**config.mk**
```make
export PLATFORM = sky130hd
export DESIGN_NAME = axil2wb_master_flat
export DESIGN_NICKNAME = d
export VERILOG_FILES = /design/src/rtl/axil2wb_master_if.sv /design/src/rtl/axil2wb_master.sv /design/src/flat_wrapper.sv
export SDC_FILE = /design/constraint.sdc
export NUM_CORES = 1
export LEC_CHECK = 0
export CORE_UTILIZATION = 42
export DETAILED_ROUTE_END_ITERATION = 8
export PLACE_DENSITY = 0.7
export RECOVER_POWER = 25
export SLEW_MARGIN = 30
export SYNTH_ARGS = -nofsm -noshare
export SYNTH_HDL_FRONTEND = slang
export SYNTH_SLANG_ARGS = --single-unit
```
**constraint.sdc**
```tcl
create_clock -name wb_clk_i -period 14.8 [get_ports wb_clk_i]
set_input_delay 2.96 -clock wb_clk_i [delete_from_list [all_inputs] [get_ports wb_clk_i]]
set_output_delay 2.96 -clock wb_clk_i [all_outputs]
set_load 0.02 [all_outputs]
```
**src/rtl/axil2wb_master_if.sv**
```systemverilog
// Bus bundle for the AXI-Lite to Wishbone bridge.
// "slave" is the bridge's view (AXI-Lite slave side plus Wishbone master side);
// "master" is the environment's view (AXI initiator plus Wishbone slave).
interface axil2wb_master_if #(
  parameter int ADDR_W = 12
);
  logic              awvalid, awready;
  logic [ADDR_W-1:0] awaddr;
  logic              wvalid, wready;
  logic [31:0]       wdata;
  logic [3:0]        wstrb;
  logic              bvalid, bready;
  logic [1:0]        bresp;
  logic              arvalid, arready;
  logic [ADDR_W-1:0] araddr;
  logic              rvalid, rready;
  logic [31:0]       rdata;
  logic [1:0]        rresp;
  logic              wbm_cyc_o, wbm_stb_o, wbm_we_o;
  logic [3:0]        wbm_sel_o;
  logic [31:0]       wbm_adr_o, wbm_dat_o;
  logic [31:0]       wbm_dat_i;
  logic              wbm_ack_i;

  modport slave (
    input  awvalid, awaddr, wvalid, wdata, wstrb, bready,
           arvalid, araddr, rready, wbm_dat_i, wbm_ack_i,
    output awready, wready, bvalid, bresp, arready, rvalid, rdata, rresp,
           wbm_cyc_o, wbm_stb_o, wbm_we_o, wbm_sel_o, wbm_adr_o, wbm_dat_o
  );

  modport master (
    output awvalid, awaddr, wvalid, wdata, wstrb, bready,
           arvalid, araddr, rready, wbm_dat_i, wbm_ack_i,
    input  awready, wready, bvalid, bresp, arready, rvalid, rdata, rresp,
           wbm_cyc_o, wbm_stb_o, wbm_we_o, wbm_sel_o, wbm_adr_o, wbm_dat_o
  );
endinterface

```
**src/rtl/axil2wb_master.sv**
```systemverilog
// AXI4-Lite slave to classic Wishbone master bridge.
// One access in flight; writes win over reads; a watchdog turns a missing
// Wishbone ack into SLVERR so the AXI side always gets a response.
module axil2wb_master #(
  parameter logic [31:0] BASE_ADDR = 32'h3000_0000,
  parameter int          ADDR_W    = 12,
  parameter int          TIMEOUT   = 255
) (
  input  logic                     wb_clk_i,
  input  logic                     wb_rst_i,
  axil2wb_master_if.slave          bus
);

  localparam logic [1:0] RESP_OKAY   = 2'b00;
  localparam logic [1:0] RESP_SLVERR = 2'b10;

  typedef enum logic [2:0] {IDLE, WB_WR, WB_RD, B_RESP, R_RESP} state_t;

  state_t            state;
  logic              aw_held, w_held;
  logic [ADDR_W-1:0] aw_addr_q;
  logic [31:0]       w_data_q;
  logic [3:0]        w_strb_q;
  logic [9:0]        wd_cnt;

  logic              cyc_q, we_q;
  logic [3:0]        sel_q;
  logic [31:0]       adr_q, dat_q;
  logic              bvalid_q, rvalid_q;
  logic [1:0]        bresp_q, rresp_q;
  logic [31:0]       rdata_q;

  logic              idle, aw_hs, w_hs, ar_hs, aw_have, w_have, wd_last;
  logic [ADDR_W-1:0] wr_addr;
  logic [31:0]       wr_data;
  logic [3:0]        wr_strb;

  // Readies come straight from registered state so they drop the instant
  // reset asserts; arready also backs off while any write channel is active.
  assign idle        = (state == IDLE);
  assign bus.awready = idle & ~aw_held & ~wb_rst_i;
  assign bus.wready  = idle & ~w_held & ~wb_rst_i;
  assign bus.arready = idle & ~aw_held & ~w_held & ~bus.awvalid & ~bus.wvalid & ~wb_rst_i;

  assign aw_hs   = bus.awvalid & bus.awready;
  assign w_hs    = bus.wvalid & bus.wready;
  assign ar_hs   = bus.arvalid & bus.arready;
  assign aw_have = aw_held | aw_hs;
  assign w_have  = w_held | w_hs;

  // Payload for the launch cycle: a channel arriving this cycle bypasses its latch.
  assign wr_addr = aw_held ? aw_addr_q : bus.awaddr;
  assign wr_data = w_held ? w_data_q : bus.wdata;
  assign wr_strb = w_held ? w_strb_q : bus.wstrb;

  // Counter holds the number of completed un-acked cycles, so this is the last one.
  assign wd_last = (wd_cnt == 10'(TIMEOUT - 1));

  assign bus.wbm_cyc_o = cyc_q;
  assign bus.wbm_stb_o = cyc_q;
  assign bus.wbm_we_o  = we_q;
  assign bus.wbm_sel_o = sel_q;
  assign bus.wbm_adr_o = adr_q;
  assign bus.wbm_dat_o = dat_q;
  assign bus.bvalid    = bvalid_q;
  assign bus.bresp     = bresp_q;
  assign bus.rvalid    = rvalid_q;
  assign bus.rresp     = rresp_q;
  assign bus.rdata     = rdata_q;

  // Bridge FSM: capture AXI request, run one Wishbone cycle, return the response.
  always_ff @(posedge wb_clk_i or posedge wb_rst_i) begin
    if (wb_rst_i) begin
      state     <= IDLE;
      aw_held   <= 1'b0;
      w_held    <= 1'b0;
      aw_addr_q <= '0;
      w_data_q  <= '0;
      w_strb_q  <= '0;
      wd_cnt    <= '0;
      cyc_q     <= 1'b0;
      we_q      <= 1'b0;
      sel_q     <= '0;
      adr_q     <= '0;
      dat_q     <= '0;
      bvalid_q  <= 1'b0;
      bresp_q   <= '0;
      rvalid_q  <= 1'b0;
      rresp_q   <= '0;
      rdata_q   <= '0;
    end else begin
      case (state)
        IDLE: begin
          if (aw_hs) begin
            aw_held   <= 1'b1;
            aw_addr_q <= bus.awaddr;
          end
          if (w_hs) begin
            w_held   <= 1'b1;
            w_data_q <= bus.wdata;
            w_strb_q <= bus.wstrb;
          end
          if (aw_have && w_have) begin
            aw_held <= 1'b0;
            w_held  <= 1'b0;
            adr_q   <= BASE_ADDR | 32'(wr_addr[ADDR_W-1:0]);
            we_q    <= 1'b1;
            sel_q   <= wr_strb;
            dat_q   <= wr_data;
            cyc_q   <= 1'b1;
            wd_cnt  <= '0;
            state   <= WB_WR;
          end else if (ar_hs) begin
            adr_q  <= BASE_ADDR | 32'(bus.araddr[ADDR_W-1:0]);
            we_q   <= 1'b0;
            sel_q  <= 4'hF;
            cyc_q  <= 1'b1;
            wd_cnt <= '0;
            state  <= WB_RD;
          end
        end
        WB_WR, WB_RD: begin
          // Ack beats the watchdog when both land in the same cycle.
          if (bus.wbm_ack_i || wd_last) begin
            cyc_q <= 1'b0;
            we_q  <= 1'b0;
            if (state == WB_WR) begin
              bvalid_q <= 1'b1;
              bresp_q  <= bus.wbm_ack_i ? RESP_OKAY : RESP_SLVERR;
              state    <= B_RESP;
            end else begin
              rvalid_q <= 1'b1;
              rresp_q  <= bus.wbm_ack_i ? RESP_OKAY : RESP_SLVERR;
              rdata_q  <= bus.wbm_ack_i ? bus.wbm_dat_i : 32'h0;
              state    <= R_RESP;
            end
          end else begin
            wd_cnt <= wd_cnt + 10'd1;
          end
        end
        B_RESP: begin
          if (bus.bready) begin
            bvalid_q <= 1'b0;
            state    <= IDLE;
          end
        end
        R_RESP: begin
          if (bus.rready) begin
            rvalid_q <= 1'b0;
            state    <= IDLE;
          end
        end
        default: state <= IDLE;
      endcase
    end
  end

endmodule

```
**src/flat_wrapper.sv**
```systemverilog
// flat-port wrapper written by rule: the top's interface ports become plain ports
module axil2wb_master_flat 
#(
  parameter logic [31:0] BASE_ADDR = 32'h3000_0000,
  parameter int          ADDR_W    = 12,
  parameter int          TIMEOUT   = 255
)
  (wb_clk_i, wb_rst_i, bus_awvalid, bus_awaddr, bus_wvalid, bus_wdata, bus_wstrb, bus_bready, bus_arvalid, bus_araddr, bus_rready, bus_wbm_dat_i, bus_wbm_ack_i, bus_awready, bus_wready, bus_bvalid, bus_bresp, bus_arready, bus_rvalid, bus_rdata, bus_rresp, bus_wbm_cyc_o, bus_wbm_stb_o, bus_wbm_we_o, bus_wbm_sel_o, bus_wbm_adr_o, bus_wbm_dat_o);
  axil2wb_master_if #(.ADDR_W(ADDR_W)) bus_i ();
  input  logic wb_clk_i;
  input  logic wb_rst_i;
  input wire logic [$bits(bus_i.awvalid)-1:0] bus_awvalid;
  input wire logic [$bits(bus_i.awaddr)-1:0] bus_awaddr;
  input wire logic [$bits(bus_i.wvalid)-1:0] bus_wvalid;
  input wire logic [$bits(bus_i.wdata)-1:0] bus_wdata;
  input wire logic [$bits(bus_i.wstrb)-1:0] bus_wstrb;
  input wire logic [$bits(bus_i.bready)-1:0] bus_bready;
  input wire logic [$bits(bus_i.arvalid)-1:0] bus_arvalid;
  input wire logic [$bits(bus_i.araddr)-1:0] bus_araddr;
  input wire logic [$bits(bus_i.rready)-1:0] bus_rready;
  input wire logic [$bits(bus_i.wbm_dat_i)-1:0] bus_wbm_dat_i;
  input wire logic [$bits(bus_i.wbm_ack_i)-1:0] bus_wbm_ack_i;
  output wire logic [$bits(bus_i.awready)-1:0] bus_awready;
  output wire logic [$bits(bus_i.wready)-1:0] bus_wready;
  output wire logic [$bits(bus_i.bvalid)-1:0] bus_bvalid;
  output wire logic [$bits(bus_i.bresp)-1:0] bus_bresp;
  output wire logic [$bits(bus_i.arready)-1:0] bus_arready;
  output wire logic [$bits(bus_i.rvalid)-1:0] bus_rvalid;
  output wire logic [$bits(bus_i.rdata)-1:0] bus_rdata;
  output wire logic [$bits(bus_i.rresp)-1:0] bus_rresp;
  output wire logic [$bits(bus_i.wbm_cyc_o)-1:0] bus_wbm_cyc_o;
  output wire logic [$bits(bus_i.wbm_stb_o)-1:0] bus_wbm_stb_o;
  output wire logic [$bits(bus_i.wbm_we_o)-1:0] bus_wbm_we_o;
  output wire logic [$bits(bus_i.wbm_sel_o)-1:0] bus_wbm_sel_o;
  output wire logic [$bits(bus_i.wbm_adr_o)-1:0] bus_wbm_adr_o;
  output wire logic [$bits(bus_i.wbm_dat_o)-1:0] bus_wbm_dat_o;
  assign bus_i.awvalid = bus_awvalid;
  assign bus_i.awaddr = bus_awaddr;
  assign bus_i.wvalid = bus_wvalid;
  assign bus_i.wdata = bus_wdata;
  assign bus_i.wstrb = bus_wstrb;
  assign bus_i.bready = bus_bready;
  assign bus_i.arvalid = bus_arvalid;
  assign bus_i.araddr = bus_araddr;
  assign bus_i.rready = bus_rready;
  assign bus_i.wbm_dat_i = bus_wbm_dat_i;
  assign bus_i.wbm_ack_i = bus_wbm_ack_i;
  assign bus_awready = bus_i.awready;
  assign bus_wready = bus_i.wready;
  assign bus_bvalid = bus_i.bvalid;
  assign bus_bresp = bus_i.bresp;
  assign bus_arready = bus_i.arready;
  assign bus_rvalid = bus_i.rvalid;
  assign bus_rdata = bus_i.rdata;
  assign bus_rresp = bus_i.rresp;
  assign bus_wbm_cyc_o = bus_i.wbm_cyc_o;
  assign bus_wbm_stb_o = bus_i.wbm_stb_o;
  assign bus_wbm_we_o = bus_i.wbm_we_o;
  assign bus_wbm_sel_o = bus_i.wbm_sel_o;
  assign bus_wbm_adr_o = bus_i.wbm_adr_o;
  assign bus_wbm_dat_o = bus_i.wbm_dat_o;
  axil2wb_master #(.BASE_ADDR(BASE_ADDR), .ADDR_W(ADDR_W), .TIMEOUT(TIMEOUT)) u_core (.wb_clk_i(wb_clk_i), .wb_rst_i(wb_rst_i), .bus(bus_i));
endmodule
```
==> results of run 1 <==
cell type report:
class | instances | area share, %
clock inverter | 7 | 1.02
tap | 211 | 2.87
multi-input combinational | 346 | 28.7
clock buffer | 25 | 5.38
timing repair buffer | 195 | 21.0
inverter | 6 | 0.258
sequential | 150 | 40.8
logic make-up (layout without fill, tap and decap cells):
logic type / count (synthesis) / after routing / synth area share (%)
flops: 150 / 150 / 56.3
mux: 120 / 120 / 19.8
compound gates: 108 / 108 / 11.3
simple gates: 95 / 95 / 6.87
buf+inv: 59 / 233 / 5.22
fa+ha+maj: 2 / 2 / 0.375
other cells: 1 / 20 / 0.0562
xor+xnor: 1 / 1 / 0.131
per-stage QoR:
step | instances | worst slack (ps) | area, um^2
floorplan | 555 | 7430 | 6740
global placement | 907 | 7130 | 8620
detailed placement | 907 | 7110 | 8630
CTS | 939 | 7070 | 9220
global route | 940 | 6060 | 9210
finish | 940 | 7070 | 9210
sequential cells by signal (all words and copies together), names as in the netlist:
register and flops:
u_core.bus.rresp 1, u_core.bus.wbm_dat_o 32, u_core.aw_addr_q 12, u_core.bus.bvalid 1, u_core.aw_held 1, u_core.bus.wbm_cyc_o 1, u_core.state 3, u_core.w_strb_q 4
u_core.bus.wbm_we_o 1, u_core.wd_cnt 10, u_core.w_data_q 32, u_core.w_held 1, u_core.bus.wbm_adr_o 13, u_core.bus.wbm_sel_o 4, u_core.bus.rvalid 1, u_core.bus.rdata 32
u_core.bus.bresp 1
how the worst min path moves through the flow:
stage                     slack, ps                               to
after floorplan                 440     u_core.wd_cnt[9]$_DFFE_PP0P_
after global placement          460     u_core.wd_cnt[9]$_DFFE_PP0P_
after detailed placement        470     u_core.wd_cnt[9]$_DFFE_PP0P_
after CTS                       480     u_core.wd_cnt[9]$_DFFE_PP0P_
after global routing            510  u_core.w_data_q[27]$_DFFE_PP0P_
final                           480     u_core.wd_cnt[9]$_DFFE_PP0P_
per-layer routing:
layer / track usage [%] / vias to the layer above
li1: - / 2245
met1: 25.4 / 2373
met2: 34.5 / 160
met3: 6.72 / 24
met4: 7.13 / 0
met5: 0 / -
cell usage in the layout, fill, tap and decap left out, types with 2 or more instances in the layout:
master / netlist / final
dfrtp_1: 150 / 149
a21o_1: 4 / 4
and2_1: 2 / 2
and3_1: 5 / 4
buf_4: 22 / 3
clkdlybuf4s50_1: 0 / 189
mux2_4: 3 / 3
clkbuf_1: 16 / 5
nor4_1: 2 / 2
nand2_1: 15 / 15
a21oi_1: 46 / 46
nor3_1: 9 / 9
a21oi_2: 2 / 2
clkbuf_8: 0 / 4
a31oi_1: 4 / 4
nand3_1: 4 / 3
a22o_1: 33 / 33
clkinv_2: 0 / 2
mux2_2: 77 / 77
nor2_1: 42 / 42
dlygate4sd3_1: 0 / 2
clkbuf_16: 0 / 17
nand2b_1: 2 / 2
mux2i_1: 36 / 36
a2bb2oi_1: 4 / 4
ha_1: 2 / 2
o21ai_0: 6 / 7
conb_1: 1 / 20
nand4_1: 2 / 2
bufinv_16: 0 / 2
mux2_1: 4 / 4
inv_1: 6 / 5
nor3_2: 3 / 2
clkinvlp_4: 0 / 2
where the power goes:
group / internal, uW / total (uW) / switching, uW
clock: 266 / 427 / 161
combinational: 484 / 955 / 471
sequential: 605 / 728 / 123
worst max-delay path, delay by kind of cell:
kind / cells / cell delay (ps)
and+or+nand+nor: 2 / 740
buffers and inverters: 2 / 1070
==> key figures, run 1 <==
Routing
  – Wire length on met3: between 1 and 1.5 mm
  – Residual DRC: 0
  – ANT nets after route: 0
  – Highest Signal Layer: met4
  – DRT Pass-1 Iters: 4
  – First DRT Iteration DRCs: around 190
  – Via Count: 4,802
  – Routed WL per cell: about 17 um
  – Met1 WL: about 6.7 mm
  – Number of vias per cell: ~5
  – Drt total wl: 15.9 mm
  – Met2 WL: 7.79 mm

Global route
  – Largest net degree at the start of global routing: 96
  – Tot GR Track Use: ~21%
  – Global route overflow: 0
  – Antenna violations before repair: 0
  – First-pass GRT wire length: approximately 26 mm
  – Vias in the first global route: approximately 5,000

Clock network
  – Maximum root-to-sink buffer count: 2
  – CTS Hold Bufs: 0
  – Post-CTS setup buffers: 0
  – Num CTS Buffers: 17
  – Worst-path clk slew: around 50 ps
  – TritonCTS sink count: 150
  – Clk_lat worst skew: 410 ps
  – CTS root buffer: clkbuf_16
  – CTS resizes: 0
  – CTS tree: done
  – H-tree depth: 4

Worst setup path
  – R2r endpoint: u_core.bus.rdata[4]$_DFFE_PP0P_
  – Worst path slowest cell: clkdlybuf4s50_1
  – Crit path cell chain: clkdlybuf4s50_1 > nor4_1 > and2_1 > clkdlybuf4s50_1
  – Crit. End Element: primary output
  – Arrival time at the worst endpoint: 4770 ps
  – CP required: 11,840 ps
  – Critical path class: in -> out
  – Worst r2r src: u_core.wd_cnt[0]$_DFFE_PP0P_
  – Worst reg2reg path depth: 6
  – Crit Path Max Fanout: 3
  – CP dominant cell by count: clkdlybuf4s50_1
  – Crit path from: bus_awvalid
  – CP Capture Point: bus_arready
  – Reg2Reg Setup Slack: around 12,000 ps
  – Crit start category: input pin
  – Slowest cell delay on critical path: roughly 600 ps

Power
  – Overall Power: approximately 2100 uW
  – Worst IR Drop VDD: about 0.11 mV
  – Pleak: roughly 0.0039 uW
  – P per Cell Area: ~230 nW/um^2

Synthesis
  – Most frequent cells after synthesis: 150 x dfrtp_1, 77 x mux2_2, 46 x a21oi_1, 42 x nor2_1, 36 x mux2i_1
  – Number of synthesized flops with an enable pin: 0
  – Synth Area per Inst: 12.4 um^2
  – Ys async rst share: 100%
  – Post-synth top area share: around 56%
  – Cell with the most instances after synthesis: dfrtp_1
  – Sequential element share of the synthesized area: a little under three fifths
  – Gate Count Post-Synth: 536
  – Synth Register Bits: 150
  – Yosys top cell by area: dfrtp_1
  – Cell variety after synth: 48
  – Syn. warnings: 0
  – Area contributors post-synth: dfrtp_1 56%, mux2_2 13%, mux2i_1 5.4%
  – Synthesized area: about 6700 um^2
  – Most used DFF post-synth: dfrtp_1

Hold path
  – HP Start: u_core.wd_cnt[9]$_DFFE_PP0P_
  – HP Class: reg -> reg
  – Hold depth: 1

Final layout
  – Ant. Diodes: 0
  – Multi-input logic area: between 2000 and 3000 um^2
  – Fillers: approximately 1,200
  – Util after Layout: between 50% and 60%
  – Share of cells above drive strength 1: between 10% and 20%
  – Area grow syn2layout: 38.2%
  – Register area: between 3000 and 4000 um^2
  – Nets: roughly 820

Floorplanning
  – Core area: between 15,000 and 20,000 um^2
  – Die Span Y: 128 um
  – Top-level I/O count: roughly 210
  – Die Wd: ~130 um
  – FP Rows: 45
  – Initial core utilization: roughly 43%
  – Die footprint: between 15,000 and 20,000 um^2

Outcome
  – Status: complete, but fails checks
  – Failing checks: capacitance limit, slew limit

Timing
  – Fin. Hold Viols: 0
  – Relative slew margins: -151%
  – Fin crit share: between 50 and 60%
  – Min Tclk post-route: between 7000 and 8000 ps
  – RSZ-0062 raised after global routing: no
  – Slew @ Worst Pin: 3770 ps
  – Slew Limit Fails: just over 70
  – Setup TNS: 0 ps
  – Hold Slack: roughly 480 ps
  – F_max: 129 MHz
  – Finish-stage setup viols: 0
  – Setup Skew: roughly 8.6 ps

Place
  – DP HPWL: 10.9 mm
  – IO buf count: around 190
  – GPL Wtd Cong: roughly 0.8

Run
  – Max-Cap Viols: 1
No activity file was read; power rests on OpenSTA's default activity.
==> run 2, diff against run 1 <==
- PLACE_DENSITY: 0.7 -> 0.72
- clock period: 14.8 -> 6.7 ns (I/O delays scaled with it)
==> run 2 against run 1 <==
Against the previous run:
- via count up 1.1%
- cell count unchanged
- wire length up 0.16%
- highest routed layer unchanged
- sequential cell count unchanged
- register-to-register slack worse by 8100 ps
- sequential share of layout area up 0.12 points
- sequential power up 120%
- first-iteration DRC count up 13%
- largest cell class unchanged
- the flow still finishes with violations (capacitance limit, slew limit)
- clock skew down 1.7 ps
==> key figures, run 2 (synthesized netlist as in run 1, its figures left out) <==
Worst setup path
  – Crit. End Element: primary output
  – Worst r2r src: u_core.wd_cnt[0]$_DFFE_PP0P_
  – Reg2Reg Setup Slack: around 3700 ps
  – CP Capture Point: bus_arready
  – Arrival time at the worst endpoint: ~3200 ps
  – Crit start category: input pin
  – Crit path from: bus_wvalid
  – Worst path slowest cell: clkdlybuf4s50_1
  – Crit path cell chain: clkdlybuf4s50_1 > nor4_1 > and2_1 > clkdlybuf4s50_1
  – Critical path class: in -> out
  – CP dominant cell by count: clkdlybuf4s50_1
  – Crit Path Max Fanout: 3
  – Worst reg2reg path depth: 7
  – R2r endpoint: u_core.bus.rdata[24]$_DFFE_PP0P_
  – Slowest cell delay on critical path: around 600 ps
  – CP required: approximately 5400 ps

Timing
  – Slew @ Worst Pin: 1550 ps
  – RSZ-0062 raised after global routing: no
  – Setup TNS: 0 ps
  – Fin worst setup slack: 2170 ps
  – Setup Skew: around 7 ps
  – Fin. Hold Viols: 0
  – Min Tclk post-route: ~4500 ps
  – Relative slew margins: -3.13%
  – Slew Limit Fails: 34
  – F_max: 221 MHz
  – Fin crit share: roughly two thirds
  – Finish-stage setup viols: 0

Global route
  – Vias in the first global route: roughly 5,000
  – Largest net degree at the start of global routing: 85
  – Antenna violations before repair: 0
  – First-pass GRT wire length: about 25 mm
  – Tot GR Track Use: around a fifth
  – Global route overflow: 0

Floorplanning
  – Die footprint: roughly 16,000 um^2
  – Initial core utilization: ~43%
  – FP Rows: 45
  – Core area: 15,400 um^2
  – Top-level I/O count: around 210
  – Die Span Y: about 130 um
  – Die Wd: 128 um

Routing
  – ANT nets after route: 0
  – DRT Pass-1 Iters: 4
  – Residual DRC: 0
  – Drt total wl: 15.9 mm
  – First DRT Iteration DRCs: ~220
  – Routed WL per cell: about 17 um
  – Via Count: between 4,000 and 5,000
  – Number of vias per cell: approximately 5.2

Clock network
  – Post-CTS setup buffers: 0
  – Maximum root-to-sink buffer count: 2
  – CTS tree: done
  – H-tree depth: 4
  – TritonCTS sink count: 150
  – Worst-path clk slew: ~60 ps
  – Clk_lat worst skew: roughly 420 ps
  – CTS resizes: 0
  – CTS Hold Bufs: 0
  – CTS root buffer: clkbuf_16
  – Num CTS Buffers: 17

Final layout
  – Fillers: ~1,300
  – Commonest non-fill, non-tap cell in the layout: clkdlybuf4s50_1
  – Nets: between 800 and 900
  – Multi-input logic area: ~2600 um^2
  – Final instance area: between 9000 and 10,000 um^2
  – Register area: 3750 um^2
  – Share of cells above drive strength 1: around 17%
  – Ant. Diodes: 0
  – Area grow syn2layout: 37.8%
  – Most frequent cells in the layout: 189 x clkdlybuf4s50_1, 149 x dfrtp_1, 77 x mux2_2

Place
  – GPL Wtd Cong: 0.810
  – DP HPWL: 10.8 mm
  – Placement Setup Slack: about 2200 ps
  – Placed cell area: between 8000 and 9000 um^2
  – IO buf count: 191

Power
  – Switching Share: around 36%
  – Overall Power: roughly 4600 uW
  – Clock Power Share: a little under 20%
  – Combinational power share: 45.8%
  – Worst IR Drop VDD: approximately 0.24 mV
  – Switching power total: ~1700 uW
  – Reg power frac: a little over a third
  – Internal Pwr Total: between 2000 and 3000 uW
  – P per Cell Area: ~500 nW/um^2
  – Pleak: approximately 0.0039 uW

Outcome
  – Failing checks: capacitance limit, slew limit
  – Status: complete, but fails checks

Hold path
  – HP Class: reg -> reg

Run
  – Max-Cap Viols: 1
## run 2: area by class of cell
cell class              instances  share of cell area, %
well taps                     211                   2.87
repair buffers                195                   21.1
clock buffers                  25                   5.28
multi-input cells             346                   28.8
flip-flops and latches        150                   40.9
inverters                       6                  0.300
clock inverters                 7                  0.776
## run 2: worst min-delay path by stage
stage | slack (ps) | endpoint | from | cells after the start
6_report | 480 | u_core.bus.wbm_we_o$_DFFE_PP0P_ | u_core.bus.wbm_we_o$_DFFE_PP0P_ | 1
5_1_grt | 510 | u_core.bus.wbm_we_o$_DFFE_PP0P_ | u_core.bus.wbm_we_o$_DFFE_PP0P_ | 1
4_1_cts | 480 | u_core.bus.wbm_we_o$_DFFE_PP0P_ | u_core.bus.wbm_we_o$_DFFE_PP0P_ | 1
3_5_place_dp | 470 | u_core.wd_cnt[9]$_DFFE_PP0P_ | u_core.wd_cnt[9]$_DFFE_PP0P_ | 1
3_3_place_gp | 460 | u_core.wd_cnt[9]$_DFFE_PP0P_ | u_core.wd_cnt[9]$_DFFE_PP0P_ | 1
2_1_floorplan | 440 | u_core.wd_cnt[9]$_DFFE_PP0P_ | u_core.wd_cnt[9]$_DFFE_PP0P_ | 1
## run 2: layer usage
| metal | GRT usage (%) | routed length [um] | vias to the layer above |
|---|---|---|---|
| met1 | 23.2 | 6370 | 2437 |
| met2 | 34.4 | 8120 | 155 |
| met3 | 7.47 | 1000 | 29 |
| met5 | 0 | 0 | - |
| li1 | - | - | 2235 |
| met4 | 7.96 | 411 | 0 |
## run 2: critical path, delay by kind of cell
kind	cells	cell delay, ps
buf+inv	2	1160
simple gates	2	680
## run 2: stage by stage
stage	util [%]	std cells	hold slack, ps
after global placement	56.2	908	461
after floorplan	-	555	442
after detailed placement	56.2	908	468
after global routing	59.8	940	513
final	59.8	940	479
after CTS	59.8	940	485
## run 2: power groups by stage
stage          Sequential (uW)  Combinational [uW]  Clock, uW
2_1_floorplan             1840                1100          0
3_3_place_gp              1590                2080          0
3_5_place_dp              1610                2140          0
4_1_cts                   1610                2140        925
5_1_grt                   1660                2280        965
6_report                  1610                2120        900
